### src/rtl/axis_head_splitter.sv
// Splits each AXI-stream packet into a head packet (first head_len beats)
// and a body packet (the rest), each behind a one-entry output register.
module axis_head_splitter #(
  parameter int    DSIZE           = 8,
  parameter string KEEP_SHORT_FLAG = "ON"
) (
  input  logic             aclk,
  input  logic             aresetn,
  input  logic [15:0]      head_len,
  input  logic [DSIZE-1:0] s_tdata,
  input  logic             s_tvalid,
  input  logic             s_tlast,
  output logic             s_tready,
  output logic [DSIZE-1:0] head_tdata,
  output logic             head_tvalid,
  output logic             head_tlast,
  input  logic             head_tready,
  output logic [DSIZE-1:0] body_tdata,
  output logic             body_tvalid,
  output logic             body_tlast,
  input  logic             body_tready,
  output logic             short_pkt
);

  typedef enum logic [1:0] {IDLE, HEAD, BODY} state_t;

  localparam bit SHORT_EN = (KEEP_SHORT_FLAG == "ON");

  state_t      state, state_nx;
  logic [15:0] cnt, cnt_nx, len_q, len_nx, cur_len, beat_idx;
  logic        head_free, body_free, sel_body, accept;
  logic        load_head, load_body, tlast_nx, short_nx;

  assign head_free = !head_tvalid || head_tready;
  assign body_free = !body_tvalid || body_tready;
  // In IDLE the live head_len decides the target, since it is latched on this beat
  assign sel_body  = (state == BODY) || ((state == IDLE) && (head_len == 16'd0));
  assign cur_len   = (state == IDLE) ? head_len : len_q;
  assign beat_idx  = (state == IDLE) ? 16'd1 : cnt + 16'd1;
  assign s_tready  = aresetn && (sel_body ? body_free : head_free);
  assign accept    = s_tvalid && s_tready;

  always_ff @(posedge aclk or negedge aresetn) begin
    if (!aresetn) begin
      state <= IDLE;
      cnt   <= 16'd0;
      len_q <= 16'd0;
    end else begin
      state <= state_nx;
      cnt   <= cnt_nx;
      len_q <= len_nx;
    end
  end

  always_comb begin
    state_nx  = state;
    cnt_nx    = cnt;
    len_nx    = len_q;
    load_head = 1'b0;
    load_body = 1'b0;
    tlast_nx  = s_tlast;
    short_nx  = 1'b0;
    if (accept) begin
      if (state == IDLE) len_nx = head_len;
      if (sel_body) begin
        load_body = 1'b1;
        tlast_nx  = s_tlast;
        cnt_nx    = 16'd0;
        state_nx  = s_tlast ? IDLE : BODY;
      end else begin
        load_head = 1'b1;
        tlast_nx  = (beat_idx == cur_len) || s_tlast;
        cnt_nx    = beat_idx;
        if (s_tlast) begin
          short_nx = 1'b1;
          cnt_nx   = 16'd0;
          state_nx = IDLE;
        end else if (beat_idx == cur_len) begin
          state_nx = BODY;
        end else begin
          state_nx = HEAD;
        end
      end
    end
  end

  // A register only reloads when free, so a held beat stays put until taken
  always_ff @(posedge aclk or negedge aresetn) begin
    if (!aresetn) begin
      head_tdata  <= '0;
      head_tvalid <= 1'b0;
      head_tlast  <= 1'b0;
      body_tdata  <= '0;
      body_tvalid <= 1'b0;
      body_tlast  <= 1'b0;
      short_pkt   <= 1'b0;
    end else begin
      if (load_head) begin
        head_tdata  <= s_tdata;
        head_tvalid <= 1'b1;
        head_tlast  <= tlast_nx;
      end else if (head_tready) begin
        head_tvalid <= 1'b0;
      end
      if (load_body) begin
        body_tdata  <= s_tdata;
        body_tvalid <= 1'b1;
        body_tlast  <= tlast_nx;
      end else if (body_tready) begin
        body_tvalid <= 1'b0;
      end
      short_pkt <= SHORT_EN && short_nx;
    end
  end

endmodule

### config.mk
export PLATFORM = sky130hd
export DESIGN_NAME = axis_head_splitter
export DESIGN_NICKNAME = d
export VERILOG_FILES = /design/src/rtl/axis_head_splitter.sv
export SDC_FILE = /design/constraint.sdc
export NUM_CORES = 1
export LEC_CHECK = 0
export CAP_MARGIN = 20
export CORE_UTILIZATION = 57
export CTS_CLUSTER_DIAMETER = 60
export DETAILED_ROUTE_END_ITERATION = 16
export DONT_BUFFER_PORTS = 1
export HOLD_SLACK_MARGIN = 0.03
export PLACE_DENSITY = 0.75
export SLEW_MARGIN = 20
export SYNTH_ARGS = -nofsm -noshare
export SYNTH_HDL_FRONTEND = slang
export SYNTH_SLANG_ARGS = --single-unit
### constraint.sdc
create_clock -name aclk -period 2.2 [get_ports aclk]
set_clock_uncertainty 0.1 [all_clocks]
set_input_delay 0.33 -clock aclk [delete_from_list [all_inputs] [get_ports aclk]]
set_output_delay 0.33 -clock aclk [all_outputs]
set_load 0.02 [all_outputs]
==> results.tsv, run 1 <==
stage	metric	value	unit
run_status	status	finished, violations left	
run_status	violated_checks	negative setup slack	
min_path	min_path_cells	1	
clock_network	cts.reportedPaths.clkPinSlew	0.10	ns
worst_setup_path	crit_slowest_cell	sky130_fd_sc_hd__dfrtp_1	
die	die-area	5402	um2
logic_synthesis	synth_enable_flop_cells	0	
worst_setup_path	crit_path_max_fanout	4	
global_route	wire_length_of_the_first_global_routing_pass	11270	um
clock_network	tritoncts_clock_tree	built	
worst_setup_path	timing.critical_path.from	cnt[1]$_DFFE_PN0N_	
place	preCtsSetupSlack	-0.2206	ns
sta	maxClockFrequency	431.2	MHz
power_and_ir_drop	p_per_area	905.3	nW/um2
logic_synthesis	synth.largest_area_cell	sky130_fd_sc_hd__dfrtp_1	
worst_setup_path	r2r_path_start	cnt[1]$_DFFE_PN0N_	
clock_network	max-clock-path-buffers	2	
global_route	global_route.usage.met1	38.26	%
worst_setup_path	cp.depth	9	
drt	drt-pass1-iter-count	4	
drt	via_count	2371	
drt	post_drt_wl_per_cell	18.77	um
clock_network	ctsHtreeMaxLevel	2	
clock_network	clkLatencyLatePin	0.32	ns
place	dp_wirelength	4983	um
clock_network	cts-root-buf	sky130_fd_sc_hd__clkbuf_8	
sta	rsz0062_at_grt	yes	
logic_synthesis	synthesis.area_per_instance	10.60	um2
die	io_pins	52	
global_route	grt_pass1_vias	2347	
worst_setup_path	reg2reg_slack	-0.12	ns
logic_synthesis	number_of_library_cell_types_mapped_by_synthesis	46	
sta	min_period_over_period	105.4	%
die	initial_core_util	60.49	%
sta	timing.final.ws_setup	-0.1193	ns
finish	instances_no_fill	387	
min_path	hold_path.class	in2reg	
finish	drive_gt1_share	36.56	%
logic_synthesis	synthesis.area	2914	um2
clock_network	tritoncts_num_sinks	55	
worst_setup_path	startpoint_type	flop	
min_path	worst_case_hold_path_end_point	len_q[10]$_DFFE_PN0N_	
job	max_cap_violations	0	
worst_setup_path	timing.critical_path.required	2.31	ns
power_and_ir_drop	ir_worst_vdd	0.0006357	V
clock_network	tritoncts.num_buffers	5	
sta	final_hold_viol_count	0	
logic_synthesis	ys_top_cells_by_area	sky130_fd_sc_hd__dfrtp_1 (47%), sky130_fd_sc_hd__mux2_2 (12%), sky130_fd_sc_hd__o21ai_0 (4.1%)	
logic_synthesis	synth_top_area_share	47.23	%
drt	residual_drc_count	0	
worst_setup_path	crit_chain	buf_6 -> nand4_1 -> nor4_1 -> buf_4 -> xnor2_1 -> nand3_1 -> o32ai_2 -> o211ai_1 -> a221o_1	
finish	area_overhead_of_the_layout_relative_to_synthesis	22.93	%
min_path	worst_hold_startpoint	head_len[10]	
logic_synthesis	synth_sequential_area_ratio	47.23	%
finish	finalInstanceArea	3582	um2
sta	final-max-slew-violation-count	0	
logic_synthesis	asyncSetResetFlopFracSynth	100.0	%
finish	layout.cells.most_common	sky130_fd_sc_hd__dfrtp_1	
sta	setup_viol	2	
global_route	grt_max_degree	56	
logic_synthesis	synthesis.nets	306	
worst_setup_path	regToRegEndpoint	state[0]$_DFFE_PN0N_	
drt	remaining_antenna_violation_count	0	
drt	wirelength	7265	um
worst_setup_path	r2r_cells	9	
place	placedInstanceArea	3294	um2
sta	finalCriticalPeriod	2.319	ns
global_route	grt_use_met2	45.36	%
place	io_buffer_count	0	
die	core.rowCount	25	
die	placeableCoreArea	4817	um2
drt	viasPerCell	6.127	
logic_synthesis	synth.ff_latch_count	55	
global_route	global_route.peak_usage_layer	met2	
finish	nets	350	
die	die_h	73.50	um
logic_synthesis	synthCells	275	
global_route	met3_usage	5.487	%
global_route	grt_overflow_total	0	
worst_setup_path	endpoint_kind	flop	
worst_setup_path	worst_path_bufs_invs	2	
finish	antenna-diode-count	0	
die	floorplan.die.width	73.50	um
worst_setup_path	critical_setup_path_kind	reg2reg	
worst_setup_path	critPathTopFamily	compound AO/OA/AOI/OAI gates	
sta	timing.slew.headroom	70.83	%
drt	detailedRoute.firstIterationViolations	211	
logic_synthesis	synthesis.yosys.warnings	0	
worst_setup_path	worst_path_largest_cell_delay	0.43	ns
global_route	grt_util_all_layers	28.20	%
sta	worst_pin_slew	0.4265	ns
finish	layout.cells.most_common_list	sky130_fd_sc_hd__dfrtp_1 (54), sky130_fd_sc_hd__buf_4 (46), sky130_fd_sc_hd__mux2_2 (29), sky130_fd_sc_hd__o21ai_0 (23), sky130_fd_sc_hd__nand2_1 (17)	
place	dp.cells	373	
place	finalWeightedCongestion	0.9211	
global_route	antenna_found_initial	0	
worst_setup_path	worst_ep_arrival_time	2.43	ns
logic_synthesis	postSynth.topFlopCell	sky130_fd_sc_hd__dfrtp_1	
power_and_ir_drop	power.static_leakage	0.001542	uW
[registers in the layout (all words and copies together), names as in the netlist]
register	flops
body_tdata	8
body_tlast	1
body_tvalid	1
cnt	16
head_tdata	8
head_tlast	1
head_tvalid	1
len_q	16
short_pkt	1
state	2
[through the flow]
stage	setup TNS [ns]	utilization, %	total power (uW)	hold WS (ns)
6_report	-0.1763	74.36	3243	0.04809
5_1_grt	-0.5680	74.36	3399	0.04137
4_1_cts	-0.08112	72.62	3213	0.04683
3_5_place_dp	-5.614	68.39	2475	-0.06423
3_3_place_gp	-3.184	68.39	2433	-0.06428
2_1_floorplan	-0.7692	-	2244	-0.06559
[area by class of cell]
class,count,area (um2)
Clock buffer,6,72.57
Clock inverter,2,38.79
Fill cell,363,1235
Timing Repair Buffer,50,405.4
Inverter,3,11.26
Multi-Input combinational cell,204,1593
Sequential cell,55,1378
Tap cell,67,83.83
[layer usage]
| layer | vias up | wire (um) |
|---|---|---|
| met5 | - | 0 |
| met4 | 0 | 141 |
| met3 | 11 | 448 |
| met2 | 84 | 3584 |
| met1 | 1194 | 3090 |
| li1 | 1082 | - |
[cells in the mapped netlist (all sizes together) (3+ instances only)]
cell type	count
dfrtp	55
mux2	32
o21ai	24
nor2	20
nand2	17
nand3	13
xnor2	13
a21oi	12
xor2	9
buf	7
clkbuf	6
nand4	6
nor2b	5
nor4	5
o31ai	5
a211oi	4
a31oi	4
nor3	4
or2	4
and3	3
inv	3
[worst max path at each step]
stage | endpoint | slack [ns]
finish | state[0]$_DFFE_PN0N_ | -0.12
global route | state[0]$_DFFE_PN0N_ | -0.25
CTS | state[0]$_DFFE_PN0N_ | -0.05
detailed placement | state[0]$_DFFE_PN0N_ | -0.22
global placement | state[0]$_DFFE_PN0N_ | -0.11
floorplan | state[0]$_DFFE_PN0N_ | -0.08
[where the power goes]
group | switching [uW] | leakage, uW | total, uW | internal (uW)
Sequential | 366 | 0.000694 | 1660 | 1290
Combinational | 401 | 0.000792 | 900 | 499
Clock | 344 | 0.0000558 | 688 | 344
[kinds of logic (layout without fill, tap and decap cells)]
logic type	count (synthesis)	count (layout)	share of synthesized area [%]
buf+inv	16	61	2.748
compound gates	62	62	14.38
xor+xnor	22	22	6.612
simple gates	86	86	15.89
mux	33	33	12.71
fa+ha+maj	1	1	0.4293
flops	55	55	47.23
[what timing repair did]
action | CTS | global route
hold buffers | 2 | 0
gates cloned | 0 | 0
endpoints found under the setup margin | 4 | 4
setup buffers | 2 | 2
resized for setup | 10 | 13
pin swaps | 16 | 13
hold endpoints to repair | 55 | 0
Power figures use the tool's default switching activity.
==> run 2, diff against run 1 <==
--- a/config.mk
+++ b/config.mk
@@ -6,6 +6,7 @@
 export NUM_CORES = 1
 export LEC_CHECK = 0
 export CAP_MARGIN = 20
+export CORE_ASPECT_RATIO = 1.25
 export CORE_UTILIZATION = 57
 export CTS_CLUSTER_DIAMETER = 60
 export DETAILED_ROUTE_END_ITERATION = 16
==> results.tsv, run 2 (same netlist as run 1, synthesis figures left out) <==
stage	metric	value	unit	change
global_route	grt_overflow_total	0		unchanged
job	max_cap_violations	0		unchanged
worst_setup_path	worst_ep_arrival_time	2.32	ns	-0.11 ns
worst_setup_path	timing.critical_path.required	2.31	ns	about the same
die	die-area	5404	um2	about the same
place	io_buffer_count	0		unchanged
place	finalWeightedCongestion	0.9006		-2.2%
sta	worst_pin_slew	0.3737	ns	-0.05282 ns
worst_setup_path	r2r_path_start	cnt[0]$_DFFE_PN0N_		
power_and_ir_drop	ir_worst_vdd	0.0007786	V	+22%
place	dp_wirelength	4921	um	-1.2%
global_route	grt_util_all_layers	28.29	%	+0.094 points
clock_network	cts-root-buf	sky130_fd_sc_hd__clkbuf_8		
worst_setup_path	crit_chain	ha_4 -> nand3_2 -> nor2_2 -> and3_4 -> or3_4 -> a311oi_2 -> o211ai_1 -> a221o_1		
finish	largest_registers	cnt: 16 flops, len_q: 16 flops		
drt	viasPerCell	6.145		+0.30%
finish	layout.cells.most_common_list	sky130_fd_sc_hd__dfrtp_1 (54), sky130_fd_sc_hd__buf_4 (45), sky130_fd_sc_hd__mux2_2 (29), sky130_fd_sc_hd__o21ai_0 (23), sky130_fd_sc_hd__nor2_1 (18)		
clock_network	ctsHtreeMaxLevel	2		unchanged
power_and_ir_drop	p_per_area	875.2	nW/um2	-3.3%
worst_setup_path	endpoint_kind	flop		
die	floorplan.die.width	65.95	um	-10%
clock_network	cts.reportedPaths.clkPinSlew	0.11	ns	about the same
worst_setup_path	regToRegEndpoint	state[0]$_DFFE_PN0N_		
sta	setup_viol	1		-1
sta	rsz0062_at_grt	yes		
sta	min_period_over_period	100.2	%	-5.2 points
power_and_ir_drop	proportion_of_power_drawn_by_flip_flops_and_latches	53.5	%	+2.5 points
drt	remaining_antenna_violation_count	0		unchanged
sta	maxClockFrequency	453.6	MHz	+5.2%
worst_setup_path	crit_slowest_cell	sky130_fd_sc_hd__dfrtp_2		
min_path	min_path_cells	1		unchanged
worst_setup_path	reg2reg_slack	-0.005	ns	+0.11 ns
worst_setup_path	crit_path_max_fanout	4		unchanged
worst_setup_path	critical_setup_path_kind	reg2reg		
global_route	grt_pass1_vias	2362		+0.64%
drt	post_drt_wl_per_cell	18.25	um	-2.8%
place	preCtsSetupSlack	-0.1230	ns	+0.09761 ns
drt	residual_drc_count	0		unchanged
worst_setup_path	timing.critical_path.from	cnt[0]$_DFFE_PN0N_		
finish	nets	349		-0.29%
sta	timing.final.ws_setup	-0.004773	ns	+0.1145 ns
die	io_pins	52		unchanged
die	die_h	81.94	um	+11%
clock_network	tritoncts_num_sinks	55		unchanged
worst_setup_path	startpoint_type	flop		
sta	timing.slew.headroom	74.44	%	+3.6 points
clock_network	max-clock-path-buffers	2		unchanged
finish	layout.cells.most_common	sky130_fd_sc_hd__dfrtp_1		
finish	area_overhead_of_the_layout_relative_to_synthesis	21.64	%	
power_and_ir_drop	power.total	3102	uW	-4.3%
finish	antenna-diode-count	0		unchanged
worst_setup_path	r2r_cells	8		-1
clock_network	clkLatencyLatePin	0.32	ns	about the same
global_route	grt_max_degree	56		unchanged
drt	drt-pass1-iter-count	4		unchanged
die	core.rowCount	28		+12%
sta	finalCriticalPeriod	2.205	ns	-0.1145 ns
drt	detailedRoute.firstIterationViolations	184		-13%
min_path	worst_case_hold_path_end_point	len_q[6]$_DFFE_PN0N_		
clock_network	tritoncts.num_buffers	5		unchanged
power_and_ir_drop	power.static_leakage	0.001532	uW	-0.62%
clock_network	tritoncts_clock_tree	built		
run_status	violated_checks	negative setup slack		
min_path	worst_hold_startpoint	head_len[6]		
global_route	wire_length_of_the_first_global_routing_pass	11260	um	about the same
power_and_ir_drop	clockPowerShare	18.6	%	-2.6 points
sta	final_hold_viol_count	0		unchanged
power_and_ir_drop	netSwitchingFraction	35.51	%	+1.3 points
power_and_ir_drop	p_sw	1102	uW	-0.74%
global_route	antenna_found_initial	0		unchanged
drt	via_count	2329		-1.8%
power_and_ir_drop	comb_power_share	27.9	%	about the same
sta	final-max-slew-violation-count	0		unchanged
power_and_ir_drop	internal-power	2001	uW	-6.2%
drt	wirelength	6918	um	-4.8%
die	placeableCoreArea	4835	um2	+0.36%
worst_setup_path	worst_path_largest_cell_delay	0.45	ns	+0.02 ns
min_path	hold_path.class	in2reg		
finish	drive_gt1_share	36.36	%	-0.20 points
run_status	status	finished, violations left		
finish	final_util	73.32	%	-1.0 points
die	initial_core_util	60.27	%	-0.22 points
-- run 2: cell count changes in the layout (fill, tap and decap cells not counted), sizes merged --
| cell | delta |
|---|---|
| buf | -1 |
| bufinv | -1 |
| clkbuf | -1 |
| clkinv | +2 |
| clkinvlp | +1 |
| inv | -1 |
-- run 2: area by class of cell --
type | instances | area (um2)
Multi-Input combinational cell | 204 | 1572
Tap cell | 60 | 75.07
Clock inverter | 3 | 25.02
Sequential cell | 55 | 1378
Timing Repair Buffer | 49 | 415.4
Inverter | 3 | 11.26
Fill cell | 332 | 1290
Clock buffer | 5 | 68.82
-- run 2: critical path: cells and delay by family, from the launching register on --
| family | cells | cell delay, ns |
|---|---|---|
| AO/OA/AOI/OAI | 3 | 0.78 |
| adder cells (fa/ha/maj) | 1 | 0.17 |
| AND/OR/NAND/NOR | 4 | 0.59 |
| flip-flops | 1 | 0.45 |
-- run 2: routing by layer --
layer  GRT usage [%]  share of wire, %  up-vias
met2           49.18                52       96
met4           14.68               3.5        0
li1                -                 -     1085
met1           32.64                38     1124
met5               0                 0        -
met3           5.833               6.8       24
-- run 2: through the flow --
step	hold WS [ns]	area [um2]	TNS, ns	std cells
finish	0.05014	3545	-0.004773	379
global route	0.04363	3545	-0.4159	379
floorplan	-0.06559	2953	-0.7692	275
CTS	0.04911	3501	0	377
detailed placement	-0.06403	3281	-2.895	362
global placement	-0.06398	3281	-2.091	362
-- run 2: repair_timing --
item / CTS / global route
gates resized for setup: 10 / 6
buffers inserted: 6 / 2
hold buffers: 2 / 0
pin swaps: 14 / 6
endpoints found under the setup margin: 4 / 6
hold endpoints to repair: 55 / 0
-- run 2: worst max-delay path by stage --
stage	end	slack, ns	depth (start not counted)
global route	head_tlast$_DFFE_PN0P_	-0.14	8
detailed placement	state[0]$_DFFE_PN0N_	-0.12	8
CTS	state[1]$_DFFE_PN0N_	0.007	9
floorplan	state[0]$_DFFE_PN0N_	-0.08	8
global placement	state[0]$_DFFE_PN0N_	-0.09	8
finish	state[0]$_DFFE_PN0N_	-0.005	8
-- run 2: power groups by stage --
stage               Clock, uW  Sequential [uW]  Combinational (uW)
floorplan                   0             1620                 625
global placement            0             1670                 765
detailed placement          0             1680                 786
CTS                       588             1660                 835
global route              623             1690                 947
finish                    578             1660                 865
==> run 3, diff against run 2 <==
--- a/config.mk
+++ b/config.mk
@@ -7,12 +7,12 @@
 export LEC_CHECK = 0
 export CAP_MARGIN = 20
 export CORE_ASPECT_RATIO = 1.25
-export CORE_UTILIZATION = 57
+export CORE_UTILIZATION = 60
 export CTS_CLUSTER_DIAMETER = 60
 export DETAILED_ROUTE_END_ITERATION = 16
 export DONT_BUFFER_PORTS = 1
 export HOLD_SLACK_MARGIN = 0.03
-export PLACE_DENSITY = 0.75
+export PLACE_DENSITY = 0.76
 export SLEW_MARGIN = 20
 export SYNTH_ARGS = -nofsm -noshare
 export SYNTH_HDL_FRONTEND = slang
==> constraint.sdc (replaced) <==
create_clock -name aclk -period 2.4 [get_ports aclk]
set_clock_uncertainty 0.1 [all_clocks]
set_input_delay 0.36 -clock aclk [delete_from_list [all_inputs] [get_ports aclk]]
set_output_delay 0.36 -clock aclk [all_outputs]
set_load 0.02 [all_outputs]
==> results.tsv, run 3 (same netlist as run 1, synthesis figures left out) <==
stage	metric	value	unit	change
run_status	status	completed		
finish	area_overhead_of_the_layout_relative_to_synthesis	15.46	%	
finish	antenna-diode-count	0		unchanged
worst_setup_path	r2r_cells	8		unchanged
sta	timing.slew.headroom	67.34	%	-7.1 points
die	die-area	5141	um2	-4.9%
finish	final_util	71.67	%	-1.6 points
worst_setup_path	timing.critical_path.from	head_len[7]		
place	preCtsSetupSlack	-0.03036	ns	+0.09266 ns
finish	largest_registers	cnt: 16 flops, len_q: 16 flops		
worst_setup_path	r2r_path_start	cnt[1]$_DFFE_PN0N_		
finish	nets	331		-5.2%
global_route	met3_usage	5.143	%	-0.69 points
drt	wirelength	6762	um	-2.3%
sta	maxClockFrequency	425.8	MHz	
place	dp.cells	348		-3.9%
drt	remaining_antenna_violation_count	0		unchanged
place	placedInstanceArea	3143	um2	-4.2%
drt	post_drt_wl_per_cell	18.73	um	+2.6%
global_route	grt_max_degree	56		unchanged
power_and_ir_drop	proportion_of_power_drawn_by_flip_flops_and_latches	50.9	%	-2.6 points
finish	drive_gt1_share	29.24	%	-7.1 points
power_and_ir_drop	clockPowerShare	23.7	%	+5.1 points
worst_setup_path	timing.critical_path.required	1.94	ns	-0.37 ns
clock_network	tritoncts_clock_tree	built		
worst_setup_path	critical_setup_path_kind	in2out		
sta	worst_pin_slew	0.4854	ns	+0.1117 ns
clock_network	max-clock-path-buffers	2		unchanged
global_route	grt_util_all_layers	28.67	%	+0.38 points
job	max_cap_violations	0		unchanged
min_path	hold_path.class	in2reg		
clock_network	cts-root-buf	sky130_fd_sc_hd__clkbuf_8		
die	io_pins	52		unchanged
finish	layout.cells.most_common_list	sky130_fd_sc_hd__dfrtp_1 (55), sky130_fd_sc_hd__mux2_2 (32), sky130_fd_sc_hd__buf_4 (27), sky130_fd_sc_hd__o21ai_0 (23), sky130_fd_sc_hd__nor2_1 (19)		
sta	final-max-slew-violation-count	0		unchanged
power_and_ir_drop	ir_worst_vdd	0.0007189	V	-7.7%
power_and_ir_drop	p_sw	972.7	uW	-12%
worst_setup_path	regToRegEndpoint	state[0]$_DFFE_PN0N_		
clock_network	tritoncts.num_buffers	5		unchanged
worst_setup_path	endpoint_kind	output pin		
place	dp_wirelength	4835	um	-1.7%
die	core.rowCount	28		unchanged
sta	min_period_over_period	97.84	%	
power_and_ir_drop	power.static_leakage	0.001436	uW	-6.3%
sta	finalCriticalPeriod	2.348	ns	
sta	holdWs	0.09322	ns	+0.04308 ns
global_route	grt_overflow_total	0		unchanged
clock_network	cts.reportedPaths.clkPinSlew	0.10	ns	about the same
die	die_h	79.92	um	-2.5%
sta	timing.final.ws_setup	0.05172	ns	+0.05650 ns
drt	detailedRoute.firstIterationViolations	154		-16%
global_route	wire_length_of_the_first_global_routing_pass	11030	um	-2.1%
drt	drt-pass1-iter-count	5		+1
die	floorplan.die.width	64.33	um	-2.5%
die	placeableCoreArea	4695	um2	-2.9%
finish	finalInstanceArea	3364	um2	-5.1%
die	initial_core_util	62.07	%	+1.8 points
worst_setup_path	worst_ep_arrival_time	1.89	ns	-0.43 ns
global_route	grt_use_met2	47.79	%	-1.4 points
finish	instances_no_fill	361		-4.7%
drt	via_count	2252		-3.3%
drt	residual_drc_count	0		unchanged
global_route	antenna_found_initial	0		unchanged
sta	final_hold_viol_count	0		unchanged
global_route	global_route.usage.met1	35.93	%	+3.3 points
global_route	grt_pass1_vias	2266		-4.1%
finish	layout.cells.most_common	sky130_fd_sc_hd__dfrtp_1		
clock_network	tritoncts_num_sinks	55		unchanged
power_and_ir_drop	internal-power	2011	uW	+0.49%
sta	setup_viol	0		-1
global_route	global_route.peak_usage_layer	met2		
place	io_buffer_count	0		unchanged
worst_setup_path	timing.critical_path.to	s_tready		
power_and_ir_drop	comb_power_share	25.4	%	-2.5 points
place	finalWeightedCongestion	0.9214		+2.3%
clock_network	ctsHtreeMaxLevel	2		unchanged
power_and_ir_drop	p_per_area	886.7	nW/um2	+1.3%
drt	viasPerCell	6.238		+1.5%
power_and_ir_drop	netSwitchingFraction	32.61	%	-2.9 points
worst_setup_path	crit_path_max_fanout	5		+1
worst_setup_path	reg2reg_slack	0.08	ns	+0.08 ns
clock_network	clkLatencyLatePin	0.31	ns	about the same
worst_setup_path	startpoint_type	input pin		
==> run 3: changes by cell type in the layout (fill, tap and decap cells not counted), sizes merged <==
cell and delta:
buf -18, bufinv +2, clkbuf +1, clkinv -2
clkinvlp -1
==> run 3: power groups by stage <==
stage               logic (uW)  registers (uW)  clock network [uW]
floorplan                  554            1480                   0
global placement           676            1520                   0
detailed placement         711            1540                   0
CTS                        738            1520                 721
global route               825            1550                 753
finish                     758            1520                 708
==> run 3: metal layers <==
layer / share of wire, % / vias up
li1: - / 1041
met1: 40 / 1120
met2: 52 / 76
met3: 5.0 / 15
met4: 3.1 / 0
met5: 0 / -
==> run 3: critical path, stage by stage <==
cell and delay (ns):
sky130_fd_sc_hd__or4_4 0.53, sky130_fd_sc_hd__nor4_4 0.42, sky130_fd_sc_hd__a21oi_2 0.14, sky130_fd_sc_hd__nor2_4 0.18, sky130_fd_sc_hd__nand2_1 0.07, sky130_fd_sc_hd__o211a_1 0.20
==> run 3: per-stage QoR <==
stage / setup TNS (ns) / total power (uW)
global route: -0.07167 / 3128
finish: 0 / 2983
detailed placement: -0.2088 / 2248
global placement: 0 / 2200
floorplan: 0 / 2033
CTS: 0 / 2980
==> run 3: how the worst min path moves through the flow <==
stage / from / to / slack (ns) / cells past startpoint
finish: head_len[6] / len_q[6]$_DFFE_PN0N_ / 0.09 / 1
CTS: s_tdata[4] / body_tdata[4]$_DFFE_PN0P_ / 0.09 / 1
global route: s_tdata[0] / body_tdata[0]$_DFFE_PN0P_ / 0.08 / 1
floorplan: aresetn / body_tdata[0]$_DFFE_PN0P_ / -0.04 / 0
global placement: aresetn / cnt[7]$_DFFE_PN0N_ / -0.03 / 0
detailed placement: aresetn / len_q[6]$_DFFE_PN0N_ / -0.03 / 0
==> run 3: area by class of cell <==
| cell class | count | area [um2] |
|---|---|---|
| inverter | 3 | 11.26 |
| clock buffer | 6 | 72.57 |
| sequential | 55 | 1376 |
| multi-input combinational | 204 | 1489 |
| timing repair buffer | 31 | 280.3 |
| tap | 60 | 75.07 |
| fill | 332 | 1330 |
| clock inverter | 2 | 60.06 |
==> run 3: repair_timing <==
item	CTS	global route
gates resized for setup	0	7
hold buffers	2	0
endpoints found under the hold margin	55	0
endpoints found under the setup margin	0	3
setup buffers	0	3
